`src/rtl/alu_arbiter_if.sv`:
```
// Requester, response and ALU-side signals of alu_arbiter.
// slave = arbiter side, master = requesters plus the ALU.
interface alu_arbiter_if #(
   parameter int unsigned NUM_REQ = 2,
   parameter int unsigned WIDTH   = 32
) ();
   logic [NUM_REQ-1:0]       req_valid;
   logic [NUM_REQ-1:0]       req_ready;
   logic [3*NUM_REQ-1:0]     req_func;
   logic [WIDTH*NUM_REQ-1:0] req_op_a;
   logic [WIDTH*NUM_REQ-1:0] req_op_b;
   logic [NUM_REQ-1:0]       rsp_valid;
   logic [NUM_REQ-1:0]       rsp_ready;
   logic [WIDTH-1:0]         rsp_result;
   logic                     rsp_err;
   logic [2:0]               alu_func;
   logic [WIDTH-1:0]         alu_op_1;
   logic [WIDTH-1:0]         alu_op_2;
   logic [WIDTH-1:0]         alu_result;

   modport slave (
      input  req_valid, req_func, req_op_a, req_op_b, rsp_ready, alu_result,
      output req_ready, rsp_valid, rsp_result, rsp_err, alu_func, alu_op_1, alu_op_2
   );

   modport master (
      output req_valid, req_func, req_op_a, req_op_b, rsp_ready, alu_result,
      input  req_ready, rsp_valid, rsp_result, rsp_err, alu_func, alu_op_1, alu_op_2
   );
endinterface

```
`src/rtl/alu_arbiter.sv`:
```
// Shares one combinational ALU among NUM_REQ requesters with a single op in flight.
// Define ALU_ARB_FIXED_PRIO_EN for fixed lowest-index priority instead of round-robin.
module alu_arbiter #(
   parameter int unsigned NUM_REQ = 2,
   parameter int unsigned WIDTH   = 32
) (
   input  logic         clk,
   input  logic         rst,
   alu_arbiter_if.slave bus
);
   localparam int unsigned IdxW = $clog2(NUM_REQ);

   typedef enum logic [1:0] {StIdle, StExec, StResp} state_e;

   state_e             state_q, state_d;
   logic [IdxW-1:0]    rr_ptr_q, rr_ptr_d;
   logic [IdxW-1:0]    owner_q, owner_d;
   logic [2:0]         alu_func_q, alu_func_d;
   logic [WIDTH-1:0]   alu_op_1_q, alu_op_1_d;
   logic [WIDTH-1:0]   alu_op_2_q, alu_op_2_d;
   logic [WIDTH-1:0]   rsp_result_q, rsp_result_d;
   logic               rsp_err_q, rsp_err_d;
   logic [NUM_REQ-1:0] req_ready, rsp_valid;
   logic [IdxW-1:0]    grant_idx;
   logic               grant_valid;
   logic [IdxW:0]      scan;

   logic [2:0]         func_arr [NUM_REQ];
   logic [WIDTH-1:0]   op_a_arr [NUM_REQ];
   logic [WIDTH-1:0]   op_b_arr [NUM_REQ];

   for (genvar i = 0; i < NUM_REQ; i++) begin : g_unpack
      assign func_arr[i] = bus.req_func[3*i +: 3];
      assign op_a_arr[i] = bus.req_op_a[WIDTH*i +: WIDTH];
      assign op_b_arr[i] = bus.req_op_b[WIDTH*i +: WIDTH];
   end

   // First valid requester at or above rr_ptr, wrapping modulo NUM_REQ.
   always_comb begin
      grant_valid = 1'b0;
      grant_idx   = '0;
      scan        = '0;
      for (int unsigned k = 0; k < NUM_REQ; k++) begin
         scan = {1'b0, rr_ptr_q} + (IdxW+1)'(k);
         if (scan >= (IdxW+1)'(NUM_REQ)) begin
            scan = scan - (IdxW+1)'(NUM_REQ);
         end
         if (!grant_valid && bus.req_valid[scan[IdxW-1:0]]) begin
            grant_valid = 1'b1;
            grant_idx   = scan[IdxW-1:0];
         end
      end
   end

   always_comb begin
      state_d      = state_q;
      rr_ptr_d     = rr_ptr_q;
      owner_d      = owner_q;
      alu_func_d   = alu_func_q;
      alu_op_1_d   = alu_op_1_q;
      alu_op_2_d   = alu_op_2_q;
      rsp_result_d = rsp_result_q;
      rsp_err_d    = rsp_err_q;
      req_ready    = '0;
      rsp_valid    = '0;
      unique case (state_q)
         StIdle: begin
            if (grant_valid) begin
               req_ready[grant_idx] = 1'b1;
               alu_func_d           = func_arr[grant_idx];
               alu_op_1_d           = op_a_arr[grant_idx];
               alu_op_2_d           = op_b_arr[grant_idx];
               owner_d              = grant_idx;
               state_d              = StExec;
            end
         end
         StExec: begin
            rsp_result_d = bus.alu_result;
            rsp_err_d    = alu_func_q[2];
            state_d      = StResp;
         end
         StResp: begin
            rsp_valid[owner_q] = 1'b1;
            if (bus.rsp_ready[owner_q]) begin
               state_d = StIdle;
`ifdef ALU_ARB_FIXED_PRIO_EN
               rr_ptr_d = '0;
`else
               rr_ptr_d = (owner_q == IdxW'(NUM_REQ - 1)) ? '0 : owner_q + 1'b1;
`endif
            end
         end
         default: state_d = StIdle;
      endcase
   end

   always_ff @(posedge clk) begin
      if (rst) begin
         state_q      <= StIdle;
         rr_ptr_q     <= '0;
         owner_q      <= '0;
         alu_func_q   <= '0;
         alu_op_1_q   <= '0;
         alu_op_2_q   <= '0;
         rsp_result_q <= '0;
         rsp_err_q    <= 1'b0;
      end else begin
         state_q      <= state_d;
         rr_ptr_q     <= rr_ptr_d;
         owner_q      <= owner_d;
         alu_func_q   <= alu_func_d;
         alu_op_1_q   <= alu_op_1_d;
         alu_op_2_q   <= alu_op_2_d;
         rsp_result_q <= rsp_result_d;
         rsp_err_q    <= rsp_err_d;
      end
   end

   // Handshake outputs are forced low while reset is asserted.
   assign bus.req_ready  = rst ? '0 : req_ready;
   assign bus.rsp_valid  = rst ? '0 : rsp_valid;
   assign bus.rsp_result = rsp_result_q;
   assign bus.rsp_err    = rsp_err_q;
   assign bus.alu_func   = alu_func_q;
   assign bus.alu_op_1   = alu_op_1_q;
   assign bus.alu_op_2   = alu_op_2_q;
endmodule

```
`src/flat_wrapper.sv`:
```
// flat-port wrapper written by rule: the top's interface ports become plain ports
module alu_arbiter_flat 
#(
   parameter int unsigned NUM_REQ = 2,
   parameter int unsigned WIDTH   = 32
)
  (clk, rst, bus_req_valid, bus_req_func, bus_req_op_a, bus_req_op_b, bus_rsp_ready, bus_alu_result, bus_req_ready, bus_rsp_valid, bus_rsp_result, bus_rsp_err, bus_alu_func, bus_alu_op_1, bus_alu_op_2);
  alu_arbiter_if #(.NUM_REQ(NUM_REQ), .WIDTH(WIDTH)) bus_i ();
  input  logic clk;
  input  logic rst;
  input wire logic [$bits(bus_i.req_valid)-1:0] bus_req_valid;
  input wire logic [$bits(bus_i.req_func)-1:0] bus_req_func;
  input wire logic [$bits(bus_i.req_op_a)-1:0] bus_req_op_a;
  input wire logic [$bits(bus_i.req_op_b)-1:0] bus_req_op_b;
  input wire logic [$bits(bus_i.rsp_ready)-1:0] bus_rsp_ready;
  input wire logic [$bits(bus_i.alu_result)-1:0] bus_alu_result;
  output wire logic [$bits(bus_i.req_ready)-1:0] bus_req_ready;
  output wire logic [$bits(bus_i.rsp_valid)-1:0] bus_rsp_valid;
  output wire logic [$bits(bus_i.rsp_result)-1:0] bus_rsp_result;
  output wire logic [$bits(bus_i.rsp_err)-1:0] bus_rsp_err;
  output wire logic [$bits(bus_i.alu_func)-1:0] bus_alu_func;
  output wire logic [$bits(bus_i.alu_op_1)-1:0] bus_alu_op_1;
  output wire logic [$bits(bus_i.alu_op_2)-1:0] bus_alu_op_2;
  assign bus_i.req_valid = bus_req_valid;
  assign bus_i.req_func = bus_req_func;
  assign bus_i.req_op_a = bus_req_op_a;
  assign bus_i.req_op_b = bus_req_op_b;
  assign bus_i.rsp_ready = bus_rsp_ready;
  assign bus_i.alu_result = bus_alu_result;
  assign bus_req_ready = bus_i.req_ready;
  assign bus_rsp_valid = bus_i.rsp_valid;
  assign bus_rsp_result = bus_i.rsp_result;
  assign bus_rsp_err = bus_i.rsp_err;
  assign bus_alu_func = bus_i.alu_func;
  assign bus_alu_op_1 = bus_i.alu_op_1;
  assign bus_alu_op_2 = bus_i.alu_op_2;
  alu_arbiter #(.NUM_REQ(NUM_REQ), .WIDTH(WIDTH)) u_core (.clk(clk), .rst(rst), .bus(bus_i));
endmodule
```
`config.mk`:
```
export PLATFORM = sky130hd
export DESIGN_NAME = alu_arbiter_flat
export DESIGN_NICKNAME = d
export VERILOG_FILES = /design/src/rtl/alu_arbiter_if.sv /design/src/rtl/alu_arbiter.sv /design/src/flat_wrapper.sv
export SDC_FILE = /design/constraint.sdc
export NUM_CORES = 1
export LEC_CHECK = 0
export ABC_AREA = 1
export ABC_CLOCK_PERIOD_IN_PS = 2000
export CAP_MARGIN = 25
export CORE_UTILIZATION = 41
export CTS_CLUSTER_SIZE = 28
export DETAILED_ROUTE_END_ITERATION = 7
export PLACE_DENSITY = 0.87
export SLEW_MARGIN = 20
export SYNTH_ARGS = -nofsm -noshare
export SYNTH_HDL_FRONTEND = slang
export SYNTH_SLANG_ARGS = --single-unit
```
`constraint.sdc`:
```
create_clock -name clk -period 2 [get_ports clk]
set_input_delay 0.4 -clock clk [delete_from_list [all_inputs] [get_ports clk]]
set_output_delay 0.4 -clock clk [all_outputs]
set_load 0.02 [all_outputs]
```
# After elaboration in Yosys (flattened, before gate mapping)
# Index checks and enable logic that the tools add are counted.
# totals
input_bits,172
regBits,104
# op_classes
n_addsub,4
n_mux,34
eq_ne,4
reduce_logical,8
bitwise_logic,1
n_lt_le_gt_ge,9
# op_table
cell,count
two-way mux 32 bit,6
two-way mux 1 bit,15
two-way mux 2 bit,7
two-way mux 3 bit,3
< comparator 1 x 2 -> 1 bit (second input constant),4
one-hot mux 2 bit (3 select lines),1
AND reduction 2 bit,3
>= comparator 2 bit (second input constant),2
inequality test 2 x 1 -> 1 bit (second input constant),2
logical AND 1 bit,3
adder 1 x 1 -> 2 bit (second input constant),1
demux 1 bit (select 1 bit),2
equality test 2 x 1 -> 1 bit (second input constant),1
equality test 2 bit (second input constant),1
>= comparator 1 bit (second input constant),2
>= comparator 1 x 2 -> 1 bit (second input constant),1
logical NOT 2 bit,1
inverter 1 -> 2 bit,1
subtractor 1 bit (second input constant),2
adder 1 bit (second input constant),1
logical NOT 1 bit,1

# Longest topological paths before layout
# logic_depth
ltp_word,15
ltp_mapped,8
ltp_nobuf,6

# Worst setup path after synthesis
# Ideal clock, no wire load.
# synth_timing
path_kind,input to output
start,input bus_req_valid[1]
end,output bus_req_ready[0]
setup_slack_ns,0.337
cell_stages,5
arrival_time_ns,1.263
path_buffers,2
path_cell_list,buf_2 a21oi_2 buf_4 nand2_1 nor2_1
# synth_between
elab_chain_cells,13
word_cells_on_any_way,18
classes_between,order compare (2); mux (13); reduce/logical (3)
# synth_rtl
element,line,source
from (decl),flat_wrapper.sv:11,input wire logic [$bits(bus_i.req_valid)-1:0] bus_req_valid;
two-way mux 1 bit (not written as such) (2 in a row),alu_arbiter.sv:48,if (!grant_valid && bus.req_valid[scan[IdxW-1:0]]) begin
two-way mux 1 bit,alu_arbiter.sv:48,
logical NOT 1 bit,alu_arbiter.sv:48,
logical AND 1 bit,alu_arbiter.sv:48,
two-way mux 1 bit,alu_arbiter.sv:48,
< comparator 1 x 2 -> 1 bit (not written as such) or >= comparator 1 bit (tied branches),alu_arbiter.sv:69,req_ready[grant_idx] = 1'b1;
logical AND 1 bit (not written as such),alu_arbiter.sv:69,
two-way mux 1 bit (not written as such),alu_arbiter.sv:69,
demux 1 bit (select 1 bit),n/a,
two-way mux 2 bit *,alu_arbiter.sv:68,if (grant_valid) begin
two-way mux 2 bit *,alu_arbiter.sv:66,unique case (state_q)
two-way mux 2 bit *,alu_arbiter.sv:120,assign bus.req_ready = rst ? '0 : req_ready;
to (decl),flat_wrapper.sv:17,output wire logic [$bits(bus_i.req_ready)-1:0] bus_req_ready;
# Every way passes the cells marked *; elsewhere a longest branch is shown, timed or not. The select of a mux whose other input is x is not followed.

# Worst setup path in the final report
# layout_timing
start,register u_core.state_q[1]
end,output bus_rsp_valid[0]
# layout_between
elab_chain_cells,3
# layout_rtl
element,line,source
from (decl),alu_arbiter.sv:15,"state_e state_q, state_d;"
from (signal assigned),alu_arbiter.sv:99,state_q <= StIdle;
from (signal assigned),alu_arbiter.sv:108,state_q <= state_d;
equality test 2 bit,alu_arbiter.sv:66,
two-way mux 2 bit,alu_arbiter.sv:66,
two-way mux 2 bit,alu_arbiter.sv:121,assign bus.rsp_valid = rst ? '0 : rsp_valid;
to (decl),flat_wrapper.sv:18,output wire logic [$bits(bus_i.rsp_valid)-1:0] bus_rsp_valid;
# No other way between the ends.

==> run summary <==
========================================================================================================
Number of buffers added by the clock tree synthesis step ..................................            9
Critical Path Source Type .................................................................         flop
Outcome ................................................................................... complete, no violations
Final worst-path setup slack ..............................................................    0.0875 ns
Count of buffers inserted at the top-level ports ..........................................          275
Die footprint .............................................................................   11800 um^2
DRC .......................................................................................            0
Number of endpoints failing setup at the final stage ......................................            0
Share of the synthesized area in the top cell type ........................................        44.6%
Highest net fanout along the worst path ...................................................            3
Area of the mapped netlist ................................................................    4660 um^2
Measured slew at the worst slew-check pin .................................................     0.625 ns
Gate family responsible for the most delay along the worst path ........................... buffers and inverters
CP Cell Sequence .......................................................................... inv_1 > nor2_1 > inv_1 > nor3_1 > dlygate4sd2_1
Crit-path most repeated cell ..............................................................        inv_1
Share of final-layout standard cells stronger than drive strength 1 .......................        4.48%
Buffers and inverters on the worst path ...................................................            3
Top-Level Pins ............................................................................          276
Fill cells ................................................................................          912
Number of antenna diodes ..................................................................            0
Initial antenna violation count ...........................................................            0
Slew headroom .............................................................................        58.3%
Antenna-violating nets left ...............................................................            0
Post-Synthesis Net Count ..................................................................          858
Number of design-rule violations left by the first detailed-router iteration ..............          326
Pin count of the biggest net entering global routing ......................................          115
Library cell with the largest summed area after synthesis .................................      dfxtp_1
Global-route wire length before repair ....................................................     24300 um
Cell count after placement ................................................................         1063
Die height ................................................................................       109 um
Maximum clock path buffer count ...........................................................            2
Count of maximum capacitance violations ...................................................            0
Endpoint class of the critical path .......................................................  output port
TritonCTS clock tree ......................................................................        built
Final period util .........................................................................        95.6%
Ranking of synthesized cells by instance count ............................................ nand2_1, nand3_1, dfxtp_1, nor2_1, inv_1
Wirelength per Cell .......................................................................      14.6 um
Post-CTS clock slew at the launch and capture registers of the worst setup and hold paths .      0.06 ns
Slowest stage cell on the critical path ...................................................      dfxtp_1
Endpoints failing hold ....................................................................            0
Number of nets in the final layout ........................................................         1106
Highest ir drop seen on vdd ...............................................................   0.000547 V
Post-detail-place hpwl ....................................................................     10900 um
HP Class .................................................................................. flop to flop
Highest attainable clock frequency ........................................................      523 MHz
Via count normalized by instance count ....................................................         5.01
Critical setup path kind .................................................................. flop to output port
Layout overhead on the synthesized area ...................................................        67.6%
Most area-consuming cells after synthesis ................................................. dfxtp_1, nand2_1, nand3_1
Clk root buf ..............................................................................    clkbuf_16
Total number of vias ......................................................................         5403
Final count of pins violating max slew ....................................................            0
Total congestion overflow .................................................................            0
Register bit count reported by yosys ......................................................          104
Register area .............................................................................    2080 um^2
Worst setup timing slack at the placement stage ...........................................    -0.301 ns
H-tree level count ........................................................................            3
Final-layout setup total negative slack ...................................................         0 ns
Number of optimization iterations in the first detailed-route pass ........................            7
Worst setup skew after layout .............................................................    0.0116 ns
Endpoint arrival time on the critical path ................................................      1.51 ns
DIE WIDTH .................................................................................       109 um
Crit path largest cell delay ..............................................................      0.37 ns
Pwr/cell area .............................................................................  763 nW/um^2
Skew-Pair Late Insertion Delay ............................................................      0.35 ns
Synth unique cells ........................................................................           18
Yosys warning count .......................................................................            0
All-layer global routing usage ............................................................        26.6%
Cells after Synth .........................................................................          686
Floorplan Core Area .......................................................................   11000 um^2
Post-cts resize count .....................................................................            6
Initial standard-cell utilization of the core .............................................        42.5%
Placer's final routability congestion estimate ............................................        0.865
Multi-input combinational cell area .......................................................    2130 um^2
Minimum clock period after layout .........................................................      1.91 ns
Post-synthesis async set-or-reset flop share ..............................................           0%
Post-synth EDFFs ..........................................................................            0
Number of global-route vias before repair .................................................         4921
Number of buffers inserted to repair setup after CTS ......................................            0
Data required time at the worst endpoint ..................................................      1.60 ns
Hold_buf cts ..............................................................................            0
Sequential-to-total area share from yosys stat ............................................        44.6%
Most common cell in the synthesized netlist ...............................................      nand2_1
Setup repair after global routing missed its margin .......................................        false
Cell Count, Final, Fillers Out ............................................................         1078
Most instantiated flip-flop cell in the synthesis netlist .................................      dfxtp_1
Clock Sink Count ..........................................................................          104
Average footprint of a synthesized cell ...................................................    6.80 um^2
Leakage Power .............................................................................      3.53 nW
Total wire length after detailed routing ..................................................     15800 um
Floorplan row count .......................................................................           38
========================================================================================================
==> layout by cell type (no fill, tap or decap) <==
master | netlist | layout
nand4_1 | 54 | 54
o21ai_4 | 0 | 1
inv_6 | 0 | 2
dfxtp_1 | 104 | 104
clkinv_2 | 0 | 1
clkbuf_16 | 0 | 9
clkdlybuf4s15_1 | 0 | 1
clkbuf_8 | 0 | 1
nor3_1 | 1 | 1
buf_6 | 0 | 1
inv_2 | 1 | 2
nor2_2 | 1 | 1
nand2_1 | 175 | 175
clkbuf_1 | 26 | 1
dlygate4sd2_1 | 0 | 1
buf_2 | 17 | 2
bufinv_16 | 0 | 1
a21oi_4 | 0 | 1
nor2_1 | 72 | 71
buf_4 | 6 | 14
inv_1 | 58 | 57
nand3_1 | 124 | 124
nor2_4 | 0 | 1
buf_12 | 0 | 3
nand2_2 | 1 | 1
clkbuf_2 | 0 | 1
a21oi_1 | 3 | 3
o21ai_0 | 34 | 34
clkdlybuf4s50_1 | 0 | 270
==> worst min-delay path: cells and delay by family, from the launching register on <==
family | cells | cell delay (ns)
DFF | 1 | 0.32
and+or+nand+nor | 2 | 0.13
==> per-stage QoR <==
| step | cell area [um^2] | util [%] | total power, mW | hold slack [ns] |
|---|---|---|---|---|
| after global routing | 7820 | 71.2 | 6.27 | 0.516 |
| after floorplan | 4660 | - | 3.31 | 0.469 |
| after CTS | 7820 | 71.2 | 6.00 | 0.487 |
| after detailed placement | 7530 | 68.5 | 4.22 | 0.471 |
| after global placement | 7530 | 68.5 | 4.19 | 0.462 |
| final | 7820 | 71.2 | 5.96 | 0.482 |
==> final timing paths <==
path,start,to,slack [ns],cells past startpoint
max,u_core.state_q[1]$_SDFFE_PP0P_,bus_rsp_valid[0],0.09,5
min,u_core.bus.rsp_result[2]$_SDFFE_PP0N_,u_core.bus.rsp_result[2]$_SDFFE_PP0N_,0.48,2
max reg2reg,u_core.state_q[1]$_SDFFE_PP0P_,u_core.bus.alu_op_1[23]$_SDFFE_PP0P_,0.31,8
min reg2reg,u_core.bus.rsp_result[2]$_SDFFE_PP0N_,u_core.bus.rsp_result[2]$_SDFFE_PP0N_,0.48,2
==> routing by layer <==
metal	part of all wire [%]	global-route usage, %	vias up
met5	0	0	-
met4	3.9	14.5	0
met3	8.7	7.59	45
met2	47	43.7	229
met1	40	31.1	2400
li1	-	-	2729
==> final cells by class <==
cell class,count,area share [%]
Multi-Input combinational cell,467,27.2
Clock inverter,4,0.672
Clock buffer,11,3.11
Inverter,59,2.83
Sequential cell,104,26.6
Tap cell,140,2.24
Timing Repair Buffer,293,37.3
==> state kept, by name (all words and copies together), names as in the netlist <==
signal / flops
u_core.bus.alu_op_1: 32
u_core.bus.alu_op_2: 32
u_core.rr_ptr_q: 1
u_core.state_q: 2
u_core.owner_q: 1
u_core.bus.rsp_err: 1
u_core.bus.alu_func: 3
u_core.bus.rsp_result: 32
==> report_power, final <==
group          switching, mW  internal, mW  leakage, nW
clock network          0.782          1.01        0.146
logic                  0.921         0.876         2.53
registers              0.104          2.27        0.857
total                   1.81          4.15         3.53
==> cells by family (layout without fill, tap and decap cells) <==
kind of cell | Yosys count | after routing | share of synthesized area [%]
simple gates | 428 | 428 | 40.8
compound gates | 39 | 39 | 4.35
flops | 104 | 104 | 44.6
buf+inv | 115 | 367 | 10.2
Note: power is estimated with default switching activity, not from simulation.
